$ cat config.mk
export PLATFORM = sky130hd
export DESIGN_NAME = lfsr_sym_gen_flat
export DESIGN_NICKNAME = d
export VERILOG_FILES = /design/src/rtl/lfsr_pkg.sv /design/src/rtl/lfsr_sym_gen_if.sv /design/src/rtl/lfsr_nstep.sv /design/src/rtl/lfsr_sym_gen.sv /design/src/flat_wrapper.sv
export SDC_FILE = /design/constraint.sdc
export NUM_CORES = 1
export LEC_CHECK = 0
export CORE_ASPECT_RATIO = 1.25
export CORE_MARGIN = 2
export CORE_UTILIZATION = 45
export DETAILED_ROUTE_END_ITERATION = 6
export GPL_TIMING_DRIVEN = 1
export HOLD_SLACK_MARGIN = 0.15
export PLACE_DENSITY = 0.77
export SYNTH_ARGS = -nofsm -noshare
export SYNTH_HDL_FRONTEND = slang
export SYNTH_SLANG_ARGS = --single-unit
$ cat constraint.sdc
create_clock -name clk -period 1.58 [get_ports clk]
set_input_delay 0.316 -clock clk [delete_from_list [all_inputs] [get_ports clk]]
set_output_delay 0.316 -clock clk [all_outputs]
set_load 0.02 [all_outputs]
$ cat src/rtl/lfsr_pkg.sv
// Shared constants and helpers for the LFSR symbol generator.
// Tap masks are for XNOR Fibonacci LFSRs: bit i set means stage i+1 is tapped.
package lfsr_pkg;

   localparam logic [3:0]  LFSR_TAPS_4  = 4'b1100;        // taps 4,3
   localparam logic [6:0]  LFSR_TAPS_7  = 7'h60;          // taps 7,6
   localparam logic [14:0] LFSR_TAPS_15 = 15'h6000;       // taps 15,14
   localparam logic [21:0] LFSR_TAPS_22 = 22'h300000;     // taps 22,21
   localparam logic [30:0] LFSR_TAPS_31 = 31'h48000000;   // taps 31,28

   // True when the low w bits of v are all ones (the XNOR lock-up state).
   function automatic logic is_all_ones(input logic [63:0] v, input int unsigned w);
      logic r;
      r = 1'b1;
      for (int unsigned i = 0; i < 64; i++) begin
         if (i < w && !v[i[5:0]]) r = 1'b0;
      end
      return r;
   endfunction

   // Legal configuration: width in range, seed not stuck, symbol/step counts fit.
   function automatic logic cfg_ok(input int unsigned w, input logic [63:0] seed,
                                   input int unsigned sym_bits, input int unsigned steps);
      return (w >= 3) && (w <= 64) && !is_all_ones(seed, w) &&
             (sym_bits >= 1) && (sym_bits <= w) && (steps >= 1) && (steps <= w);
   endfunction

endpackage

$ cat src/rtl/lfsr_sym_gen_if.sv
// Symbol handshake bundle between the LFSR generator and its consumer.
interface lfsr_sym_gen_if #(
   parameter int unsigned SYM_BITS = 4
) ();

   logic                sym_valid;
   logic                sym_ready;
   logic [SYM_BITS-1:0] sym_out;

   modport master (output sym_valid, output sym_out, input sym_ready);
   modport slave  (input sym_valid, input sym_out, output sym_ready);

endinterface

$ cat src/rtl/lfsr_nstep.sv
// Combinational N-step advance of an XNOR Fibonacci LFSR.
module lfsr_nstep
   import lfsr_pkg::*;
#(
   parameter int unsigned     W        = 22,
   parameter logic [W-1:0]    TAP_MASK = LFSR_TAPS_22,
   parameter int unsigned     N        = 1
) (
   input  logic [W-1:0] state,
   output logic [W-1:0] advanced
);

   // Chain N single steps: shift left, feed XNOR of tapped stages into bit 0.
   always_comb begin
      logic [W-1:0] s;
      s = state;
      for (int unsigned i = 0; i < N; i++) begin
         s = {s[W-2:0], ~^(s & TAP_MASK)};
      end
      advanced = s;
   end

endmodule

$ cat src/rtl/lfsr_sym_gen.sv
// LFSR symbol generator: N-step XNOR LFSR with valid/ready symbol output,
// runtime reseed and all-ones lock-up protection.
// Optional macro LFSR_SYM_GEN_PERIOD_MON_EN adds period_wrap / step_cnt outputs.
module lfsr_sym_gen
   import lfsr_pkg::*;
#(
   parameter int unsigned              LFSR_WIDTH    = 22,
   parameter logic [LFSR_WIDTH-1:0]    TAP_MASK      = LFSR_TAPS_22,
   parameter logic [LFSR_WIDTH-1:0]    LFSR_SEED     = 22'h1D6F57,
   parameter int unsigned              SYM_BITS      = 4,
   parameter int unsigned              STEPS_PER_SYM = SYM_BITS
) (
   input  logic                  clk,
   input  logic                  reset,
   input  logic                  clk_en,
   input  logic                  seed_load,
   input  logic [LFSR_WIDTH-1:0] seed_in,
   lfsr_sym_gen_if.master        sym_if,
   output logic [LFSR_WIDTH-1:0] seq_out,
`ifdef LFSR_SYM_GEN_PERIOD_MON_EN
   output logic                  period_wrap,
   output logic [LFSR_WIDTH-1:0] step_cnt,
`endif
   output logic                  lockup_err
);

   if (!cfg_ok(LFSR_WIDTH, 64'(LFSR_SEED), SYM_BITS, STEPS_PER_SYM)) begin : g_cfg_err
      $error("lfsr_sym_gen: illegal parameter configuration");
   end

   logic [LFSR_WIDTH-1:0] state_q;
   logic [LFSR_WIDTH-1:0] state_next;
   logic [LFSR_WIDTH-1:0] seed_eff;
   logic [SYM_BITS-1:0]   sym_q;
   logic                  valid_q;
   logic                  lockup_q;
   logic                  seed_bad;
   logic                  advance;

   lfsr_nstep #(
      .W        (LFSR_WIDTH),
      .TAP_MASK (TAP_MASK),
      .N        (STEPS_PER_SYM)
   ) u_nstep (
      .state    (state_q),
      .advanced (state_next)
   );

   assign seed_bad = is_all_ones(64'(seed_in), LFSR_WIDTH);
   assign seed_eff = seed_bad ? LFSR_SEED : seed_in;
   assign advance  = clk_en & (~valid_q | sym_if.sym_ready);

   // State, symbol and handshake registers; reset > seed_load > advance.
   always_ff @(posedge clk) begin
      if (reset) begin
         state_q  <= LFSR_SEED;
         sym_q    <= '0;
         valid_q  <= 1'b0;
         lockup_q <= 1'b0;
      end else begin
         lockup_q <= 1'b0;
         if (seed_load) begin
            state_q  <= seed_eff;
            valid_q  <= 1'b0;
            lockup_q <= seed_bad;
         end else if (advance) begin
            state_q <= state_next;
            sym_q   <= state_next[SYM_BITS-1:0];
            valid_q <= 1'b1;
         end else if (valid_q && sym_if.sym_ready) begin
            valid_q <= 1'b0;
         end
      end
   end

   assign sym_if.sym_valid = valid_q;
   assign sym_if.sym_out   = sym_q;
   assign seq_out          = state_q;
   assign lockup_err       = lockup_q;

`ifdef LFSR_SYM_GEN_PERIOD_MON_EN
   localparam logic [LFSR_WIDTH-1:0] ONE = {{(LFSR_WIDTH-1){1'b0}}, 1'b1};

   logic [LFSR_WIDTH-1:0] last_seed_q;
   logic [LFSR_WIDTH-1:0] cnt_q;
   logic                  wrap_q;

   // Period monitor: counts advances since the last load and flags the return to it.
   always_ff @(posedge clk) begin
      if (reset) begin
         last_seed_q <= LFSR_SEED;
         cnt_q       <= '0;
         wrap_q      <= 1'b0;
      end else begin
         wrap_q <= 1'b0;
         if (seed_load) begin
            last_seed_q <= seed_eff;
            cnt_q       <= '0;
         end else if (advance) begin
            if (state_next == last_seed_q) begin
               wrap_q <= 1'b1;
               cnt_q  <= '0;
            end else begin
               cnt_q <= cnt_q + ONE;
            end
         end
      end
   end

   assign period_wrap = wrap_q;
   assign step_cnt    = cnt_q;
`endif

endmodule

$ cat src/flat_wrapper.sv
// flat-port wrapper written by rule: the top's interface ports become plain ports
module lfsr_sym_gen_flat import lfsr_pkg::*;
#(
   parameter int unsigned              LFSR_WIDTH    = 22,
   parameter logic [LFSR_WIDTH-1:0]    TAP_MASK      = LFSR_TAPS_22,
   parameter logic [LFSR_WIDTH-1:0]    LFSR_SEED     = 22'h1D6F57,
   parameter int unsigned              SYM_BITS      = 4,
   parameter int unsigned              STEPS_PER_SYM = SYM_BITS
)
  (clk, reset, clk_en, seed_load, seed_in, seq_out, lockup_err, sym_if_sym_valid, sym_if_sym_out, sym_if_sym_ready);
  lfsr_sym_gen_if #(.SYM_BITS(SYM_BITS)) sym_if_i ();
  input  logic clk;
  input  logic reset;
  input  logic clk_en;
  input  logic seed_load;
  input  logic [LFSR_WIDTH-1:0] seed_in;
  output logic [LFSR_WIDTH-1:0] seq_out;
  output logic lockup_err;
  output wire logic [$bits(sym_if_i.sym_valid)-1:0] sym_if_sym_valid;
  output wire logic [$bits(sym_if_i.sym_out)-1:0] sym_if_sym_out;
  input wire logic [$bits(sym_if_i.sym_ready)-1:0] sym_if_sym_ready;
  assign sym_if_sym_valid = sym_if_i.sym_valid;
  assign sym_if_sym_out = sym_if_i.sym_out;
  assign sym_if_i.sym_ready = sym_if_sym_ready;
  lfsr_sym_gen #(.LFSR_WIDTH(LFSR_WIDTH), .TAP_MASK(TAP_MASK), .LFSR_SEED(LFSR_SEED), .SYM_BITS(SYM_BITS), .STEPS_PER_SYM(STEPS_PER_SYM)) u_core (.clk(clk), .reset(reset), .clk_en(clk_en), .seed_load(seed_load), .seed_in(seed_in), .sym_if(sym_if_i), .seq_out(seq_out), .lockup_err(lockup_err));
endmodule
# Word level (Yosys, flattened, before mapping)
# Cells that the tools add are included.
[classes]
bitwise = 4
reduce_logical = 10
muxes = 27
[op_table]
columns = ["op", "n"]
rows = [
  ["$reduce_xnor A22 Y1", 4],
  ["$mux W22", 3],
  ["$mux W1", 24],
  ["$reduce_bool A2 Y1", 2],
  ["$reduce_or A2 Y1", 2],
  ["$not A1 Y1", 2],
  ["$reduce_and A2 Y1", 1],
  ["$and A1 B1 Y1", 1],
  ["$logic_and A1 B1 Y1", 1],
  ["$or A1 B1 Y1", 1],
]
[word_totals]
out_inout_bits = 28
wordCells = 45
register_bits = 28

# Logic depth before layout (Yosys ltp)
[depth]
word_depth = 24
mapped_depth = 6

# Modules after synthesis
# From an unflattened synthesis, not the netlist that was laid out.
[unflattened]
hier_cells = 180
hier_area_um2 = 1584.0
[by_module_without_submodules]
columns = ["mod", "cells_each", "n_inst", "area_each_um2"]
rows = [
  ["lfsr_sym_gen", 158, 1, 1413.9],
  ["lfsr_nstep", 22, 1, 170.2],
]

# Least setup slack after synthesis
# No wires, ideal clock.
[synth_path]
kind = "register -> register"
startpoint = "register u_core.valid_q, in the netlist u_core.sym_if.sym_valid"
endpoint = "register u_core.state_q[6], in the netlist u_core.seq_out[6]"
period_less_slack_ns = 1.320
arrival_time_ns = 1.201
n_path_buf = 2
setup_time_ns = 0.119
stages_incl_launch_ff = 7
required_ns = 1.461
slack_ns = 0.260
cell_sequence = "dfxtp_1 nand2b_4 buf_6 buf_6 and3_1 a211oi_1 o21bai_1"
[synth_between]
elab_chain_len = 4
[synth_lines]
columns = ["item", "line", "rtl"]
rows = [
  ["from (decl)", "lfsr_sym_gen.sv:35", "logic valid_q;"],
  ["from (signal assigned)", "lfsr_sym_gen.sv:58", "valid_q <= 1'b0;"],
  ["from (signal assigned)", "lfsr_sym_gen.sv:64", "valid_q <= 1'b0;"],
  ["from (signal assigned)", "lfsr_sym_gen.sv:69", "valid_q <= 1'b1;"],
  ["$not A1 Y1", "lfsr_sym_gen.sv:51", "assign advance = clk_en & (~valid_q | sym_if.sym_ready);"],
  ["$or A1 B1 Y1", "lfsr_sym_gen.sv:51", ""],
  ["$and A1 B1 Y1", "lfsr_sym_gen.sv:51", ""],
  ["$reduce_bool A2 Y1 (no source line)", "-", ""],
  ["to (signal assigned)", "lfsr_sym_gen.sv:67", "state_q <= state_next;"],
  ["to (decl)", "lfsr_sym_gen.sv:31", "logic [LFSR_WIDTH-1:0] state_q;"],
]
# Every way passes these cells.
# A chain may end at the register's enable or synchronous reset.

# Worst setup path in the final report
[layout_path]
startpoint = "register u_core.sym_q[2], in the netlist u_core.sym_if.sym_out[2]"
endpoint = "output port sym_if_sym_out[2]"
[layout_lines]
columns = ["item", "line", "rtl"]
rows = [
  ["from (decl)", "lfsr_sym_gen.sv:34", "logic [SYM_BITS-1:0] sym_q;"],
  ["from (signal assigned)", "lfsr_sym_gen.sv:68", "sym_q <= state_next[SYM_BITS-1:0];"],
  ["to (decl)", "flat_wrapper.sv:20", "output wire logic [$bits(sym_if_i.sym_out)-1:0] sym_if_sym_out;"],
]
# No word-level cell between the ends.

==> impl_metrics.py <==
metrics = {
    "routing": {
        "num_vias": 1494,
        "drtAntennaViolNets": 0,
        "first_iter_violations": 48,
        "drc": 0,
        "viasPerCell": 5.724,
        "wire_per_inst_um": 16.49,
        "wl_um": 4303,
        "firstDrtPassIters": 4,
    },
    "synth": {
        "synthesis.nets": 204,
        "ys_warn_count": 0,
        "synth_top_family_by_area": "compound AO/OA/AOI/OAI gates",
        "avgSynthCellArea_um2": 9.077,
        "yosys-top-cells-count": "dfxtp_1, buf_4, and3_1",
        "synth_mux_area_share_pct": 4.361,
        "syn_area_mm2": 0.001607,
        "synth_xor_xnor_area_share_pct": 2.181,
        "synth-simple-area-share_pct": 21.34,
        "synthAdderAreaFrac_pct": 0,
        "synth-seq-cells": 28,
        "synth_compound_area_share_pct": 22.82,
        "yosysMostFrequentCell": "dfxtp_1",
        "synth_area_leader_cell": "dfxtp_1",
        "synthTopCellsByArea": "dfxtp_1, buf_4, o21bai_1",
        "netlist_instances": 177,
        "synth_cell_types": 27,
        "seq_area_frac_synth_pct": 34.89,
        "yosysTopAreaCellShare_pct": 34.89,
        "synth_edf_count": 0,
        "synth_flop_cell": "dfxtp_1",
        "async_flop_share_pct": 0,
    },
    "global_routing": {
        "grt_antenna_before_repair": 0,
        "grt_use_total_pct": 21.12,
        "grt_pass1_vias": 1470,
        "grt_pass1_wl_um": 6844,
        "grt_max_degree": 16,
        "grt.overflow.total": 0,
    },
    "floorplanning": {
        "die_h_um": 70.81,
        "initial_utilization_pct": 46.52,
        "core_area_mm2": 0.003453,
        "die_w_um": 57.44,
        "rows": 24,
        "dieArea_mm2": 0.004067,
        "io_pins": 55,
    },
    "timing": {
        "period_needed_ns": 1.535,
        "finalHoldViolations": 0,
        "final_max_slew_viol_count": 0,
        "max_freq_mhz": 651.3,
        "clock_skew_ns": 0.002514,
        "postLayoutSetupSlackWorst_ns": 0.04470,
        "rsz0062_at_grt": "no",
        "setup_viol": 0,
        "worst-slew-pin-transition_ns": 0.2647,
        "relSlewSlack_pct": 82.28,
        "post-route-period-util_pct": 97.17,
    },
    "layout": {
        "fillers": 295,
        "diodes": 0,
        "syn_to_final_growth_pct": 38.32,
        "layout.nets": 250,
        "multi_input_area_um2": 814.5,
        "utilization_pct": 64.35,
        "seq_area_um2": 560.5,
        "fin_area_mm2": 0.002222,
        "drive_gt1_share_pct": 15.77,
        "instances_no_fill": 261,
    },
    "place": {
        "post-dp-hpwl_um": 3380,
        "place_area_mm2": 0.002181,
        "dp_slack_ns": -0.1060,
        "place.gp.congestion": 0.8979,
        "dp_cells": 257,
        "io_buffers": 54,
    },
    "power_and_ir_drop": {
        "p_int_mw": 1.227,
        "clkPwrFrac_pct": 26.4,
        "ir_worst_vdd_mv": 0.6611,
        "power-per-cell-area_mw_per_mm2": 777.0,
        "p_leak_nw": 0.9584,
        "swShare_pct": 28.92,
        "seqPwrFrac_pct": 46.0,
        "comb_power_share_pct": 27.5,
        "total_power_mw": 1.727,
        "p_sw_uw": 499.4,
    },
    "worst_setup_path": {
        "cp_num_buf_inv": 1,
        "end_kind": "output port",
        "max_stage_delay_ns": 0.60,
        "required_ns": 1.26,
        "cp_data_arrival_time_ns": 1.22,
        "worstPathMaxFanout": 2,
        "cp_slowest_cell": "clkdlybuf4s50_1",
        "crit_family": "buffers and inverters",
        "path_cells": "clkdlybuf4s50_1",
        "cp-start-kind": "flop",
        "worstSetupPathType": "flop to output port",
        "regToRegSetupSlack_ns": 0.33,
    },
    "clocking": {
        "clk_latency_ns": 0.28,
        "htree_levels": 1,
        "hold_buffers": 0,
        "clock_sinks": 28,
        "cts.clk_slew.worst_paths_ns": 0.10,
        "root_buffer": "clkbuf_8",
        "cts_tree": "done",
        "clock_path_buffers": 2,
        "cts_buffers": 3,
        "post_cts_buffers": 0,
    },
    "flow_run": {
        "cap_violations": 0,
    },
    "min_path": {
        "hp-class": "flop to flop",
    },
    "outcome": {
        "status": "complete, no violations",
    },
}
## path summary, 6_finish.rpt
path,from,end,cells after the start
setup / recovery,u_core.sym_if.sym_out[2],sym_if_sym_out[2],1
hold / removal,u_core.sym_if.sym_out[1],u_core.sym_if.sym_out[1],2
setup reg to reg,u_core.sym_if.sym_valid,u_core.seq_out[14],5
hold reg to reg,u_core.sym_if.sym_out[1],u_core.sym_if.sym_out[1],2
## per-layer routing
metal / share of wire, % / track usage [%] / vias to the layer above
met5: 0 / 0 / -
met4: 2.8 / 8.786 / 0
met3: 6.1 / 2.559 / 13
met2: 51 / 36.49 / 67
met1: 40 / 26.11 / 710
li1: - / - / 704
## kinds of logic after synthesis
logic type,after synthesis
DFF,28
and+or+nand+nor,58
muxes,7
AOI/OAI and AO/OA,46
xor gates and xnor gates,4
buffers and inverters,34
## repair_timing
item / in CTS / in global routing
endpoints found under the setup margin: 19 / 4
gates cloned: 0 / 0
pin swaps: 0 / 0
gates resized for setup: 19 / 4
## flip-flops by register name, indices dropped and copies added, names as in the netlist
name	flops
u_core.lockup_err	1
u_core.sym_if.sym_valid	1
u_core.seq_out	22
u_core.sym_if.sym_out	4
## through the flow
| stage | setup TNS [ns] | hold WS (ns) |
|---|---|---|
| 6_report | 0 | 0.4851 |
| 5_1_grt | 0 | 0.5410 |
| 4_1_cts | 0 | 0.4855 |
| 3_5_place_dp | -1.591 | 0.4717 |
| 3_3_place_gp | -1.029 | 0.4684 |
| 2_1_floorplan | 0 | 0.4593 |
## worst min-delay path, delay by kind of cell (launching register included)
kind | cells | cell delay (ns)
AOI/OAI and AO/OA | 2 | 0.13
DFF | 1 | 0.32
## power groups by stage
stage / clock (mW) / sequential, mW / combinational [mW]
after floorplan: 0 / 0.821 / 0.279
after global placement: 0 / 0.811 / 0.493
after detailed placement: 0 / 0.812 / 0.500
after CTS: 0.458 / 0.795 / 0.478
after global routing: 0.486 / 0.802 / 0.504
final: 0.457 / 0.794 / 0.476
## cell type report
| type | count | share of cell area, % |
|---|---|---|
| multi-input cells | 115 | 36.66 |
| repair buffers | 74 | 33.28 |
| flip-flops and latches | 28 | 25.23 |
| clock buffers | 4 | 2.477 |
| well taps | 39 | 2.196 |
| inverters | 1 | 0.1689 |
## placed cells by master, fill, tap and decap left out, types with 2 or more instances in the layout
cell type / count
clkdlybuf4s50_1: 31
dfxtp_1: 28
dlygate4sd2_1: 19
and3_1: 16
nor2b_1: 15
o21bai_1: 15
buf_4: 15
nand2_1: 12
a211oi_1: 8
mux2i_1: 7
o32ai_1: 7
a211oi_2: 7
a21oi_1: 5
buf_12: 5
xnor2_1: 4
o21ai_0: 4
nand4_1: 4
clkbuf_8: 4
dlymetal6s2s_1: 4
nor2_1: 3
nand3_1: 2
(Power assumes the default switching activity.)
